### src/rtl/vxe_txnreq_encq.sv
// Transaction request queue: buffers read/write requests and streams them out as
// address beats (reads/writes) followed by a data beat (writes only).
module vxe_txnreq_encq #(
  parameter int TXNID_W = 6,
  parameter int ADDR_W  = 37,
  parameter int DEPTH   = 4,
  localparam int VEC_W  = 72,
  localparam int CNT_W  = $clog2(DEPTH) + 1
) (
  input  logic               clk,
  input  logic               nrst,
  input  logic               i_valid,
  output logic               o_ready,
  input  logic [TXNID_W-1:0] i_txnid,
  input  logic               i_rnw,
  input  logic [ADDR_W-1:0]  i_addr,
  input  logic [63:0]        i_data,
  input  logic [7:0]         i_ben,
  output logic               o_req_valid,
  input  logic               i_req_rdy,
  output logic               o_req_beat,
  output logic [VEC_W-1:0]   o_req_vec,
  output logic [CNT_W-1:0]   o_count
);

  localparam int PTR_W = $clog2(DEPTH);

  typedef struct packed {
    logic [TXNID_W-1:0] txnid;
    logic               rnw;
    logic [ADDR_W-1:0]  addr;
    logic [63:0]        data;
    logic [7:0]         ben;
  } entry_t;

  typedef enum logic {
    ST_ADDR = 1'b0,
    ST_DATA = 1'b1
  } beat_state_t;

  entry_t      mem [DEPTH];
  entry_t      head;
  logic [PTR_W-1:0] wr_ptr;
  logic [PTR_W-1:0] rd_ptr;
  logic [CNT_W-1:0] count;
  logic [CNT_W-1:0] count_nxt;
  beat_state_t state;
  beat_state_t state_nxt;
  logic        push;
  logic        pop;
  logic        xfer;

  assign o_ready     = (count != CNT_W'(DEPTH));
  assign o_req_valid = (count != '0);
  assign o_count     = count;
  assign head        = mem[rd_ptr];
  assign push        = nrst & i_valid & o_ready;
  assign xfer        = o_req_valid & i_req_rdy;

  // NOTE: storage carries no reset; the count and pointers alone decide what is
  // valid, so stale contents are never observed and the array maps to plain RAM.
  always_ff @(posedge clk) begin
    if (push) begin
      mem[wr_ptr] <= '{txnid: i_txnid, rnw: i_rnw, addr: i_addr,
                       data: i_data, ben: i_ben};
    end
  end

  // NOTE: every signal assigned here gets its default first so no path through
  // the case leaves it unassigned and a latch is never inferred.
  always_comb begin
    state_nxt = state;
    pop       = 1'b0;
    if (xfer) begin
      unique case (state)
        ST_ADDR: begin
          if (head.rnw) pop = 1'b1;
          else          state_nxt = ST_DATA;
        end
        ST_DATA: begin
          pop       = 1'b1;
          state_nxt = ST_ADDR;
        end
        default: state_nxt = ST_ADDR;
      endcase
    end
  end

  always_comb begin
    unique case ({push, pop})
      2'b10:   count_nxt = count + 1'b1;
      2'b01:   count_nxt = count - 1'b1;
      default: count_nxt = count;
    endcase
  end

  // NOTE: sequential state uses non-blocking assignments so every register
  // samples the pre-edge values of its peers.
  always_ff @(posedge clk) begin
    if (!nrst) begin
      count  <= '0;
      wr_ptr <= '0;
      rd_ptr <= '0;
      state  <= ST_ADDR;
    end else begin
      count <= count_nxt;
      state <= state_nxt;
      if (push) wr_ptr <= wr_ptr + 1'b1;
      if (pop)  rd_ptr <= rd_ptr + 1'b1;
    end
  end

  // Beat encoding; the vector is forced to zero while nothing is queued.
  always_comb begin
    o_req_beat = (state == ST_DATA);
    o_req_vec  = '0;
    if (o_req_valid) begin
      if (state == ST_DATA) o_req_vec = {head.ben, head.data};
      else                  o_req_vec = VEC_W'({head.txnid, head.rnw, head.addr});
    end
  end

endmodule
### config.mk
export PLATFORM = sky130hd
export DESIGN_NAME = vxe_txnreq_encq
export DESIGN_NICKNAME = d
export VERILOG_FILES = /design/src/rtl/vxe_txnreq_encq.sv
export SDC_FILE = /design/constraint.sdc
export NUM_CORES = 1
export LEC_CHECK = 0
export BUFFER_PORTS_ARGS = -buffer_cell sky130_fd_sc_hd__buf_2
export CAP_MARGIN = 40
export CORE_MARGIN = 2
export CORE_UTILIZATION = 56
export CTS_CLUSTER_SIZE = 20
export DETAILED_ROUTE_END_ITERATION = 8
export PLACE_DENSITY = 0.77
export SLEW_MARGIN = 20
export SYNTH_ARGS = -nofsm -noshare
export SYNTH_HDL_FRONTEND = slang
export SYNTH_SLANG_ARGS = --single-unit
### constraint.sdc
create_clock -name clk -period 15.5 [get_ports clk]
set_clock_uncertainty 0.2 [all_clocks]
set_input_delay 2.325 -clock clk [delete_from_list [all_inputs] [get_ports clk]]
set_output_delay 2.325 -clock clk [all_outputs]
set_load 0.05 [all_outputs]
==> Word level (Yosys, flattened, before mapping) <==
Memory sizes are Yosys's and may differ from the RTL's. A register that Yosys moved wholly into a read port is not among the register bits.
Cells that the tools add are included.
{ "totals": {"reg_bits": 8, "mem_bits_rw": 464, "out_inout_bits": 78, "memories": 1} }
{ "op_classes": {"n_reduce_logical": 2, "n_mux": 12, "bitwise": 4, "addsub": 4, "n_eq_ne": 3} }
{ "memory_table": {"columns": ["memory", "words", "width", "rd", "rd_ports_with_merged_regs", "wr", "line_no", "rtl"], "rows": [
  ["mem", 4, 116, 1, 1, 1, "41", "entry_t mem [DEPTH];"]
]} }
{ "op_table": {"columns": ["operator", "count"], "rows": [
  ["72-bit 2-to-1 mux", 2],
  ["3-bit one-hot mux with 2 select lines", 1],
  ["1-bit 2-to-1 mux", 5],
  ["2-bit by 1-bit adder with 2-bit output, second input constant", 2],
  ["2-bit 2-to-1 mux", 2],
  ["1-bit one-hot mux with 2 select lines", 2],
  ["3-bit by 1-bit adder with 3-bit output, second input constant", 1],
  ["1-bit AND", 3],
  ["3-bit inequality test, second input constant", 1],
  ["3-bit nonzero test", 1],
  ["3-bit by 1-bit subtractor with 3-bit output, second input constant", 1],
  ["2-bit by 1-bit equality test with 1-bit output, second input constant", 1],
  ["2-bit equality test, second input constant", 1],
  ["2-bit nonzero test", 1],
  ["1-bit inverter", 1]
]} }

==> Longest topological paths before layout <==
{ "depth": {"word_depth": 5, "depth_mapped": 10, "depth_no_buf": 9} }

==> Least setup slack after synthesis <==
OpenSTA, ideal clock, no wires.
{ "synth_timing": {"path_kind": "input -> register", "startpoint": "in nrst", "endpoint": "mem mem[0][0] (netlist name) (enable)", "path_stages": 2, "n_path_buf": 0, "t_arrival_ns": 7.335, "setup_ns": 0.593, "setup_slack_ns": 7.373, "cell_sequence": "nand3_1 nor2_1"} }
{ "synth_via": {"elab_chain_cells": 4} }
{ "synth_lines": {"columns": ["item", "line_no", "rtl"], "rows": [
  ["start: declaration", "11", "input logic nrst,"],
  ["1-bit AND (2 in series)", "57", "assign push = nrst & i_valid & o_ready;"],
  ["1-bit 2-to-1 mux", "63", "if (push) begin"],
  ["1-bit 2-to-1 mux (implied by the code)", "64", "mem[wr_ptr] <= '{txnid: i_txnid, rnw: i_rnw, addr: i_addr,"],
  ["end: declaration", "41", null]
]} }
No other way between the ends.

==> flow_summary.json <==
{
  "vias": 8486,
  "drive_above_1_share_pct": 40.1,
  "rows": 65,
  "synth_area_sq_um": 18000,
  "yosysWarnings": 0,
  "netSwitchingPower_mw": 0.698,
  "clkTransAtPathRegs_ns": 0.06,
  "status": "complete, no violations",
  "overflow": 0,
  "cp-start-kind": "register",
  "finalHoldViolations": 0,
  "fillers": 1999,
  "antenna_found_initial": 12,
  "rsz0062_at_grt": "no",
  "pwr-share-comb_pct": 12.7,
  "ys_async_sr_fraction_pct": 0,
  "reg2regPathDepth": 9,
  "ctsHoldBuffers": 0,
  "netlist_instances": 767,
  "cts_setup_buffers": 0,
  "htree_num_levels": 2,
  "die_area_sq_um": 33500,
  "tns_ns": 0,
  "ys_seq_area_share_pct": 78.7,
  "cap_viol_max_count": 0,
  "seq_power_share_pct": 50.5,
  "portBuffers": 197,
  "critPathMaxFanout": 53,
  "ys_top_cells_by_area": "edfxtp_1 (78%), mux4_2 (15%), a22o_1 (2.1%)",
  "vias_per_cell": 5.93,
  "p_leak_nw": 7.13,
  "synth-edff-count": 464,
  "firstDrtPassIters": 4,
  "final_nets": 1119,
  "clkPwrFrac_pct": 36.8,
  "synth.ff_latch_count": 474,
  "setup_violations": 0,
  "start_util_pct": 56.9,
  "min_period_ns": 5.52,
  "cts_root_buffer": "clkbuf_16",
  "timing.fmax_mhz": 181,
  "cts_max_path_buffers": 3,
  "ir_drop_uv": 142,
  "critPathSlowestCell": "buf_4",
  "hold_class": "register to register",
  "yosysUniqueCellTypes": 32,
  "power_density_nw_per_um2": 137,
  "fp.dieH_um": 183,
  "power.total_mw": 2.89,
  "critPathArrivalTime_ns": 2.99,
  "layout_worst_path_cycle_share_pct": 35.6,
  "coreArea_sq_um": 31600,
  "drv_slew": 0,
  "antenna_left": 0,
  "yosysTopAreaCellShare_pct": 77.6,
  "cts_resized": 0,
  "crit_chain": "buf_4 -> mux2i_1 -> a221o_1 -> a21oi_1 -> buf_2",
  "grt_pass1_wl_um": 52100,
  "yosys.area.top_type": "edfxtp_1",
  "max-slew-margin-rel_pct": 46.3,
  "drc": 0,
  "critPathKind": "register to output pin",
  "worstPathRequired_ns": 12.98,
  "place_congestion": 0.775,
  "clkSinkCount": 474,
  "internal_power_mw": 2.19,
  "path_depth": 5,
  "wl_per_cell_um": 24.0,
  "area_delta_synth_final_pct": 16.9,
  "dr.first_iter.drc_count": 673,
  "hold_path_depth": 2,
  "synth_common_cells": "edfxtp_1 (464), mux4_2 (116), a22o_1 (43), and3_1 (28), clkbuf_1 (17)",
  "die_x_um": 183,
  "grt_use_total_pct": 20.8,
  "swShare_pct": 24.2,
  "cp_top_family": "buffers and inverters",
  "worst_slew_pin_slew_ns": 0.806,
  "synth.most_common_cell": "edfxtp_1",
  "synthFlopType": "edfxtp_1",
  "synth.avg_cell_area_sq_um": 23.4,
  "grt_max_degree": 54,
  "cp_num_buf_inv": 2,
  "detailed_place_hpwl_um": 19900,
  "cts_tree": "built",
  "max_stage_delay_ns": 0.74,
  "cts_buffers": 47,
  "clk_latency_ns": 0.54,
  "io_pins": 198,
  "wl_um": 34300,
  "endpoint_kind": "output pin",
  "grt_pass1_vias": 9001,
  "synth_fp_nets": 893
}
## through the flow
| step | area, sq um | util [%] | hold slack [ns] | std cells | setup slack [ns] |
|---|---|---|---|---|---|
| global route | 21000 | 66.5 | 0.317 | 1428 | 9.81 |
| detailed placement | 19500 | 61.7 | 0.285 | 1343 | 10.13 |
| floorplan | 18000 | - | 0.245 | 767 | 7.37 |
| finish | 21000 | 66.5 | 0.287 | 1431 | 9.98 |
| CTS | 20900 | 66.3 | 0.297 | 1423 | 9.54 |
| global placement | 19400 | 61.3 | 0.248 | 1338 | 10.06 |
## logic make-up (layout without fill, tap and decap cells)
| group | count (synthesis) | after routing | share of synthesized area [%] |
|---|---|---|---|
| multiplexers | 121 | 121 | 14.8 |
| flip-flops | 474 | 474 | 78.7 |
| XOR/XNOR | 2 | 2 | 0.0976 |
| buffers and inverters | 56 | 313 | 1.65 |
| adder cells (fa/ha/maj) | 6 | 6 | 0.460 |
| AND/OR/NAND/NOR | 51 | 51 | 1.62 |
| AO/OA/AOI/OAI | 57 | 57 | 2.63 |
| other | 0 | 5 | 0 |
## layout by cell type, fill, tap and decap left out, types with 6 or more instances in the layout
cell and n:
mux4_2 116, edfxtp_1 464, inv_1 14, clkbuf_16 47, dfxtp_1 8, clkinv_2 11
clkinv_1 9, buf_2 197, a22o_1 43, a21oi_1 6, buf_4 14, and3_1 28
## layer usage
layer  share of wire (%)  wire, um  vias up  global-route usage [%]
li1                    -         -     3740                       -
met1                  40     13600     4351                    27.3
met2                  49     16900      310                    34.4
met3                 8.4      2880       73                    6.24
met4                 2.5       845       12                    5.92
met5                0.21        73        -                       0
## final timing paths
path              slack, ns       from       endpoint
setup reg to reg      11.77   register     o_count[2]
setup / recovery       9.98   register  o_req_vec[37]
hold reg to reg        0.29  rd_ptr[1]      rd_ptr[1]
hold / removal         0.29  rd_ptr[1]      rd_ptr[1]
## registers in the layout (all words and copies together) (netlist names), named ones only
name / cells
rd_ptr: 2
o_req_beat: 1
mem: 464
wr_ptr: 2
o_count: 3
## power groups by stage
| stage | combinational [mW] | clock, mW | sequential [mW] |
|---|---|---|---|
| floorplan | 0.261 | 0 | 1.49 |
| global placement | 0.353 | 0 | 1.49 |
| detailed placement | 0.359 | 0 | 1.49 |
| CTS | 0.361 | 1.09 | 1.46 |
| global route | 0.390 | 1.14 | 1.46 |
| finish | 0.367 | 1.06 | 1.46 |
## worst reg2reg max path, delay by kind of cell (launching register included)
kind,cells,cell delay [ns]
flip-flops,1,0.66
XOR/XNOR,1,0.16
AND/OR/NAND/NOR,1,0.30
adder cells (fa/ha/maj),2,0.65
multiplexers,1,0.28
buffers and inverters,2,0.80
AO/OA/AOI/OAI,2,0.63
## area by class of cell
| class | instances | area (sq um) | share of cell area (%) |
|---|---|---|---|
| inverter | 14 | 52.6 | 0.250 |
| antenna | 5 | 12.5 | 0.0596 |
| sequential | 474 | 14100 | 67.4 |
| clock buffer | 52 | 1190 | 5.69 |
| multi-input combinational | 237 | 3560 | 17.0 |
| tap | 402 | 503 | 2.40 |
| timing repair buffer | 219 | 1280 | 6.08 |
| clock inverter | 28 | 250 | 1.19 |
Note: power is estimated with default switching activity, not from simulation.
